<file path="src/rtl/hole_hit_scan.sv">
// hole_hit_scan: pipelined scan of a snapshotted hole list against the ball position,
// reporting the lowest-index hole inside the capture radius and the minimum squared distance.
module hole_hit_scan #(
  parameter int MAX_NUM = 9,
  parameter int RADIUS  = 32
) (
  input  logic                  i_clk,
  input  logic                  i_rst_n,
  input  logic [MAX_NUM*20-1:0] i_hole_list,
  input  logic                  i_list_valid,
  input  logic                  i_start,
  input  logic [9:0]            i_ball_x,
  input  logic [9:0]            i_ball_y,
  output logic                  o_busy,
  output logic                  o_done,
  output logic                  o_hit,
  output logic [3:0]            o_hit_idx,
  output logic [20:0]           o_min_dist2
);
  localparam logic [20:0] R2 = 21'(RADIUS * RADIUS);
  typedef enum logic [2:0] {IDLE, LOAD, SCAN, DRAIN, DONE} state_t;
  state_t state, state_nx;
  logic [MAX_NUM*20-1:0] list_q;
  logic [9:0] bx_q, by_q;
  logic [3:0] idx;
  logic [9:0] hx [MAX_NUM];
  logic [9:0] hy [MAX_NUM];
  logic [9:0] cur_x, cur_y;
  logic s1_v, s2_v;
  logic [3:0] s1_idx, s2_idx;
  logic [9:0] s1_dx, s1_dy;
  logic [20:0] dx_w, dy_w, s2_d2;
  logic accept, issue;
  for (genvar k = 0; k < MAX_NUM; k++) begin : g_hole
    assign hx[k] = list_q[10*k +: 10];
    assign hy[k] = list_q[10*MAX_NUM + 10*k +: 10];
  end
  assign cur_x  = hx[idx];
  assign cur_y  = hy[idx];
  assign dx_w   = {11'd0, s1_dx};
  assign dy_w   = {11'd0, s1_dy};
  assign accept = state == IDLE && i_start && i_list_valid;
  assign issue  = state == SCAN;
  always_ff @(posedge i_clk or negedge i_rst_n) begin
    if (!i_rst_n) state <= IDLE;
    else state <= state_nx;
  end
  // DRAIN ends only once both pipeline stages are empty, so DONE sees the final accumulation
  always_comb begin
    state_nx = state;
    case (state)
      IDLE:    state_nx = accept ? LOAD : IDLE;
      LOAD:    state_nx = SCAN;
      SCAN:    state_nx = idx == 4'(MAX_NUM - 1) ? DRAIN : SCAN;
      DRAIN:   state_nx = !s1_v && !s2_v ? DONE : DRAIN;
      default: state_nx = IDLE;
    endcase
  end
  always_comb begin
    o_busy = state != IDLE;
    o_done = state == DONE;
  end
  always_ff @(posedge i_clk or negedge i_rst_n) begin
    if (!i_rst_n) begin
      list_q      <= '0;
      bx_q        <= '0;
      by_q        <= '0;
      idx         <= '0;
      s1_v        <= 1'b0;
      s1_idx      <= '0;
      s1_dx       <= '0;
      s1_dy       <= '0;
      s2_v        <= 1'b0;
      s2_idx      <= '0;
      s2_d2       <= '0;
      o_hit       <= 1'b0;
      o_hit_idx   <= 4'hF;
      o_min_dist2 <= '1;
    end else begin
      if (accept) begin
        list_q      <= i_hole_list;
        bx_q        <= i_ball_x;
        by_q        <= i_ball_y;
        o_hit       <= 1'b0;
        o_hit_idx   <= 4'hF;
        o_min_dist2 <= '1;
      end
      idx    <= issue ? idx + 4'd1 : '0;
      s1_v   <= issue;
      s1_idx <= idx;
      s1_dx  <= bx_q >= cur_x ? bx_q - cur_x : cur_x - bx_q;
      s1_dy  <= by_q >= cur_y ? by_q - cur_y : cur_y - by_q;
      s2_v   <= s1_v;
      s2_idx <= s1_idx;
      s2_d2  <= dx_w * dx_w + dy_w * dy_w;
      if (s2_v) begin
        if (s2_d2 < R2 && !o_hit) begin
          o_hit     <= 1'b1;
          o_hit_idx <= s2_idx;
        end
        if (s2_d2 < o_min_dist2) o_min_dist2 <= s2_d2;
      end
    end
  end
endmodule

</file>
<file path="config.mk">
export PLATFORM = sky130hd
export DESIGN_NAME = hole_hit_scan
export DESIGN_NICKNAME = d
export VERILOG_FILES = /design/src/rtl/hole_hit_scan.sv
export SDC_FILE = /design/constraint.sdc
export NUM_CORES = 1
export LEC_CHECK = 0
export BUFFER_PORTS_ARGS = -buffer_cell sky130_fd_sc_hd__buf_2
export CAP_MARGIN = 20
export CORE_MARGIN = 1
export CORE_UTILIZATION = 45
export CTS_CLUSTER_DIAMETER = 80
export DETAILED_ROUTE_END_ITERATION = 16
export SLEW_MARGIN = 40
export SYNTH_ARGS = -nofsm -noshare
export SYNTH_HDL_FRONTEND = slang
export SYNTH_SLANG_ARGS = --single-unit
</file>
<file path="constraint.sdc">
create_clock -name i_clk -period 7.6 [get_ports i_clk]
set_input_delay 1.52 -clock i_clk [delete_from_list [all_inputs] [get_ports i_clk]]
set_output_delay 1.52 -clock i_clk [all_outputs]
set_load 0.01 [all_outputs]
</file>
==> impl_metrics.yaml, run 1 <==
run_status:
  status: "completed"
die:
  die_w_um: 209
  die_h_um: 209
  pin_count: 232
  initial_core_util_pct: 45.8
  core_um2: 42200
  die_area_um2: 43800
  rows: 75
grt:
  grt_pass1_vias: 13700
  antenna_found_initial: 30
  grt_max_degree: 151
  grt-ovfl-total: 0
  grt_usage_pct: 20.6
  grt_pass1_wl_um: 71500
synthesis:
  synthFlopType: "dfrtp_1"
  synth_fp_nets: 2167
  synth_largest_area_cell: "dfrtp_1"
  yosys_warnings: 0
  avgSynthCellArea_um2: 11.5
  syn_inst: 1684
  yosysSeqAreaShare_pct: 36.9
  synth_edf_count: 0
  synthTopCellsByArea: "dfrtp_1, fa_1, mux2_2"
  synth.top_cell.area_share_pct: 33.5
  synth_cell_types: 57
  synth_seq_cells: 284
  syn_area_um2: 19400
  postSynth.asyncResetShare_pct: 100
sta:
  hold_violations: 0
  fin_skew_ns: 0.0178
  worst_pin_slew_ns: 0.726
  slew_viol_final: 0
  relSlewSlack_pct: 51.4
  setup_tns_ns: 0
  finalSetupViolCount: 0
  fmax_ghz: 0.155
  post-route-period-util_pct: 84.8
  rsz0062_at_grt: "false"
  min_period_ns: 6.44
critical_path:
  cp_max_fo: 10
  end_kind: "register"
  cp_common_cell: "fa_1"
  cp.arrival_ns: 6.91
  required_ns: 8.06
  cp_cell_sequence: "nand2_1 > fa_1 > inv_1 > fa_1 > inv_1 > fa_1 > inv_1 > fa_1 > fa_1 > fa_1 > inv_1 > fa_1 > inv_1 > ha_1 > a21o_1 > a21oi_1 > and4b_1 > a2bb2oi_1 > a221o_1 > a21oi_1 > xnor2_1"
  worst_setup_path_start_kind: "register"
  slowest_delay_ns: 0.62
  path_class: "register to register"
  crit_family: "adder cells"
  slowest_stage: "fa_1"
  worst-path-buf-inv: 5
placement:
  dp_hpwl_um: 33700
  gp_congestion: 0.873
  io_buffers: 231
layout:
  nets: 2378
  multi_input_area_um2: 10800
  area_growth_pct: 14.9
  drive_gt1_share_pct: 28.9
  final-seq-area_um2: 7140
  fillCellCount: 3764
worst_hold_path:
  hp-class: "register to register"
clock_network:
  htree_levels: 2
  cts_buffer_depth: 3
  cts_resized: 0
  hold_buffers: 0
  clkSinkCount: 284
  clock_latency_ns: 0.55
  tritoncts: "done"
  root_buffer: "clkbuf_16"
  cts_setup_buffers: 0
  numCtsBuffers: 35
  clk_pin_slew_ns: 0.06
route:
  drt_iter0_markers: 518
  ant_nets: 0
  route.final.wire_length_um: 43000
  vias: 12800
  drt_pass1_iterations: 5
  via_per_inst: 5.16
  wl_per_cell_um: 17.4
  drc_errors: 0
job:
  cap_violations: 0
## metal layers
metal  track usage, %  wire (um)  vias up
met5                0        191        -
met4             5.50        804       28
met3             6.73       2970       72
met2             34.2      21100      232
met1             25.9      17900     6433
li1                 -          -     6004
## synth_stat cells, types with 4 or more instances
| library cell | n |
|---|---|
| a21o_1 | 24 |
| a21oi_1 | 47 |
| a31oi_1 | 7 |
| and2_1 | 47 |
| and3_1 | 7 |
| buf_2 | 20 |
| buf_4 | 13 |
| clkbuf_1 | 33 |
| dfrtp_1 | 259 |
| dfstp_2 | 25 |
| fa_1 | 134 |
| ha_1 | 145 |
| inv_1 | 285 |
| mux2_2 | 182 |
| mux2i_1 | 54 |
| mux4_2 | 40 |
| nand2_1 | 100 |
| nand2b_1 | 6 |
| nand3_1 | 7 |
| nand4_1 | 7 |
| nor2_1 | 61 |
| nor2b_1 | 10 |
| nor3_1 | 6 |
| o21a_1 | 23 |
| o21ai_0 | 44 |
| o21bai_1 | 4 |
| xnor2_1 | 22 |
| xor2_1 | 23 |
## area by class of cell
class,count,area share (%)
Multi-Input combinational cell,1046,48.7
Timing Repair Buffer,243,5.96
Clock buffer,50,4.55
Inverter,285,4.81
Sequential cell,284,32.1
Clock inverter,11,0.597
Antenna cell,15,0.169
Tap cell,539,3.03
## worst reg2reg max path: stages (launching register included)
cell and delay [ns]:
dfrtp_1 0.54, nand2_1 0.15, fa_1 0.62, inv_1 0.08
fa_1 0.50, inv_1 0.05, fa_1 0.50, inv_1 0.05
fa_1 0.48, fa_1 0.50, fa_1 0.50, inv_1 0.06
fa_1 0.49, inv_1 0.04, ha_1 0.36, a21o_1 0.19
a21oi_1 0.21, and4b_1 0.23, a2bb2oi_1 0.11, a221o_1 0.37
a21oi_1 0.19, xnor2_1 0.14
## logic make-up after synthesis
family	after synthesis	share of synthesized area (%)
buffers and inverters	354	7.32
DFF	284	36.9
adders and majority gates	279	23.2
muxes	276	18.0
and+or+nand+nor	269	6.63
AOI/OAI and AO/OA	177	5.86
xor gates and xnor gates	45	2.04
## cells in the final DEF (no fill, tap or decap), types with 24 or more instances in the layout
cell	n
a21o_1	24
a21oi_1	47
and2_1	47
buf_2	230
clkbuf_16	35
dfrtp_1	257
dfstp_2	25
fa_1	134
ha_1	145
inv_1	285
mux2_2	182
mux2i_1	54
mux4_2	40
nand2_1	100
nor2_1	60
o21ai_0	44
## through the flow
step / instances / util [%] / hold WS (ns) / area (um2) / setup WS [ns]
2_1_floorplan: 1684 / - / 0.331 / 19400 / 1.47
3_3_place_gp: 2395 / 49.7 / 0.334 / 21000 / 1.30
3_5_place_dp: 2396 / 49.8 / 0.335 / 21000 / 1.14
4_1_cts: 2457 / 52.5 / 0.353 / 22200 / 1.12
5_1_grt: 2464 / 52.6 / 0.362 / 22200 / 0.842
6_report: 2473 / 52.6 / 0.351 / 22200 / 1.16
## flip-flops by register name (all words and copies together) (netlist names), 10 cells and up
name         flops
list_q         180
o_min_dist2     21
s2_d2           21
bx_q            10
by_q            10
s1_dx           10
s1_dy           10
## path summary, 6_finish.rpt
check,startpoint,endpoint,slack (ns),cells past startpoint
max,s1_dx[5],s2_d2[20],1.16,21
min,s1_idx[0],s2_idx[0],0.35,0
max reg2reg,s1_dx[5],s2_d2[20],1.16,21
min reg2reg,s1_idx[0],s2_idx[0],0.35,0
max in group asynchronous,i_rst_n,list_q[111],5.43,3
min in group asynchronous,i_rst_n,o_hit,0.94,1
Power of run 1 is not shown: default switching activity piles up to over one toggle a cycle in this logic, so the estimate is an artifact.
==> inputs of run 2 (changes only) <==
PLACE_DENSITY = 0.67   (was not set)
clock period = 5.87 ns   (was 7.6 ns; I/O delays follow)
==> run 2 against run 1 <==
Die area is the same; count of clock-buffer cells in the layout shrank 8; utilization grew 1.1 points; sequential cell count is the same; register-to-register slack lost 1.2 ns; via count grew 1.1%; non-clock buffer count grew 49; clock skew shrank 0.00058 ns; setup slack lost 1.2 ns; worst hold slack lost 0.0051 ns.
==> impl_metrics.yaml, run 2 (same netlist as run 1, synthesis figures left out) <==
layout:
  final_cell_mix: "inv_1, dfrtp_1, buf_2"
  stdcell_area_um2: 22700
  regMostFlops: "list_q"
  area_growth_pct: 17.2
  largest_register_ffs: 180
  fillCellCount: 3719
  drive_gt1_share_pct: 32.4
  top_regs: "list_q (180), o_min_dist2 (21), s2_d2 (21)"
  finalNonFillerCells: 2516
  nets: 2426
  mostFrequentLayoutCell: "inv_1"
clock_network:
  root_buffer: "clkbuf_16"
  hold_buffers: 0
  tritoncts: "done"
  clock_latency_ns: 0.53
  htree_levels: 2
  clk_pin_slew_ns: 0.06
  clkSinkCount: 284
  cts_buffer_depth: 3
  numCtsBuffers: 34
critical_path:
  slowest_stage: "fa_1"
  slowest_delay_ns: 0.56
  required_ns: 6.27
  crit_family: "adder cells"
  worst-path-buf-inv: 4
  cp_common_cell: "fa_1"
  end_kind: "register"
  cp_max_fo: 4
  cp.arrival_ns: 6.27
  path_class: "register to register"
  cp_cell_sequence: "nand2_2 > fa_1 > buf_6 > fa_1 > fa_1 > inv_2 > fa_1 > fa_1 > fa_1 > inv_1 > fa_1 > inv_1 > ha_4 > a21o_1 > a21oi_2 > and4b_1 > a2bb2oi_2 > a221o_1 > a21oi_2 > xnor2_1"
  worst_setup_path_start_kind: "register"
route:
  drt_iter0_markers: 624
  drt_pass1_iterations: 4
  via_per_inst: 5.13
  drc_errors: 0
  vias: 12900
  route.final.wire_length_um: 42300
  ant_nets: 0
  wl_per_cell_um: 16.8
die:
  rows: 75
  pin_count: 232
  die_h_um: 209
  die_w_um: 209
  die_area_um2: 43800
  core_um2: 42200
  initial_core_util_pct: 45.8
placement:
  dp_cells: 2436
  dp_hpwl_um: 33300
  gp_congestion: 0.858
  io_buffers: 231
  placed_cell_area_um2: 21300
sta:
  post-route-period-util_pct: 100
  fin_skew_ns: 0.0172
  setup_tns_ns: 0
  min_period_ns: 5.87
  whs_ns: 0.345
  worst_pin_slew_ns: 0.832
  finalSetupViolCount: 0
  slew_viol_final: 0
  hold_violations: 0
  fmax_ghz: 0.170
  relSlewSlack_pct: 44.5
  rsz0062_at_grt: "true"
grt:
  grt_pass1_wl_um: 70200
  grt-ovfl-total: 0
  grt_pass1_vias: 13900
  grt_max_degree: 123
  antenna_found_initial: 22
  grt_usage_pct: 20.1
worst_hold_path:
  hp-class: "register to register"
job:
  cap_violations: 0
run_status:
  status: "completed"
## run 2: changes by cell type in the layout (fill, tap and decap cells not counted), moves of 8 or more
| cell | delta |
|---|---|
| a21oi_1 | -8 |
| a21oi_2 | +8 |
| buf_4 | +48 |
| clkinv_2 | +8 |
| dfrtp_1 | -9 |
| dfrtp_2 | +9 |
## run 2: cell type report
cell class              count  area (um2)  share of cell area [%]
multi-input cells        1046       10900                    48.2
flip-flops and latches    284        7150                    31.5
repair buffers            292        1710                    7.52
inverters                 285        1070                    4.71
clock buffers              42         932                    4.11
well taps                 539         674                    2.97
clock inverters            20         210                   0.926
diodes                      8        20.0                  0.0882
## run 2: metal layers
layer  up-vias  routed length (um)  track usage, %
li1       6097                   -               -
met1      6476               18200            25.7
met2       238               20300            33.3
met3        76                2790            6.11
met4        24                 821            4.84
met5         -                 138               0
## run 2: worst paths after layout
kind / startpoint / to / slack [ns] / depth (start not counted)
max: s1_dx[2] / s2_d2[20] / 0.0008 / 20
min: s1_idx[0] / s2_idx[0] / 0.35 / 0
max reg2reg: s1_dx[2] / s2_d2[20] / 0.0008 / 20
min reg2reg: s1_idx[0] / s2_idx[0] / 0.35 / 0
max in group asynchronous: i_rst_n / list_q[87] / 3.92 / 3
min in group asynchronous: i_rst_n / s2_d2[6] / 0.51 / 1
## run 2: what timing repair did
action                     4_1_cts  5_1_grt
buffers inserted                 3        6
setup endpoints to repair        3       10
resized for setup                7       22
pin swaps                        5       11
## run 2: per-stage QoR
step / utilization (%) / worst slack (ns)
3_3_place_gp: 50.4 / 0.0106
2_1_floorplan: - / 0.00391
3_5_place_dp: 50.5 / -0.143
4_1_cts: 53.3 / 0.00673
5_1_grt: 53.7 / -0.216
6_report: 53.7 / 0.000793
## run 2: worst register-to-register path, cell delays in order (launching register included)
cell       delay (ns)
dfrtp_1          0.41
nand2_2          0.08
fa_1             0.52
buf_6            0.14
fa_1             0.49
fa_1             0.56
inv_2            0.04
fa_1             0.55
fa_1             0.43
fa_1             0.51
inv_1            0.06
fa_1             0.49
inv_1            0.06
ha_4             0.22
a21o_1           0.16
a21oi_2          0.15
and4b_1          0.23
a2bb2oi_2        0.07
a221o_1          0.34
a21oi_2          0.15
xnor2_1          0.08
Power of run 2 is left out for the same reason.
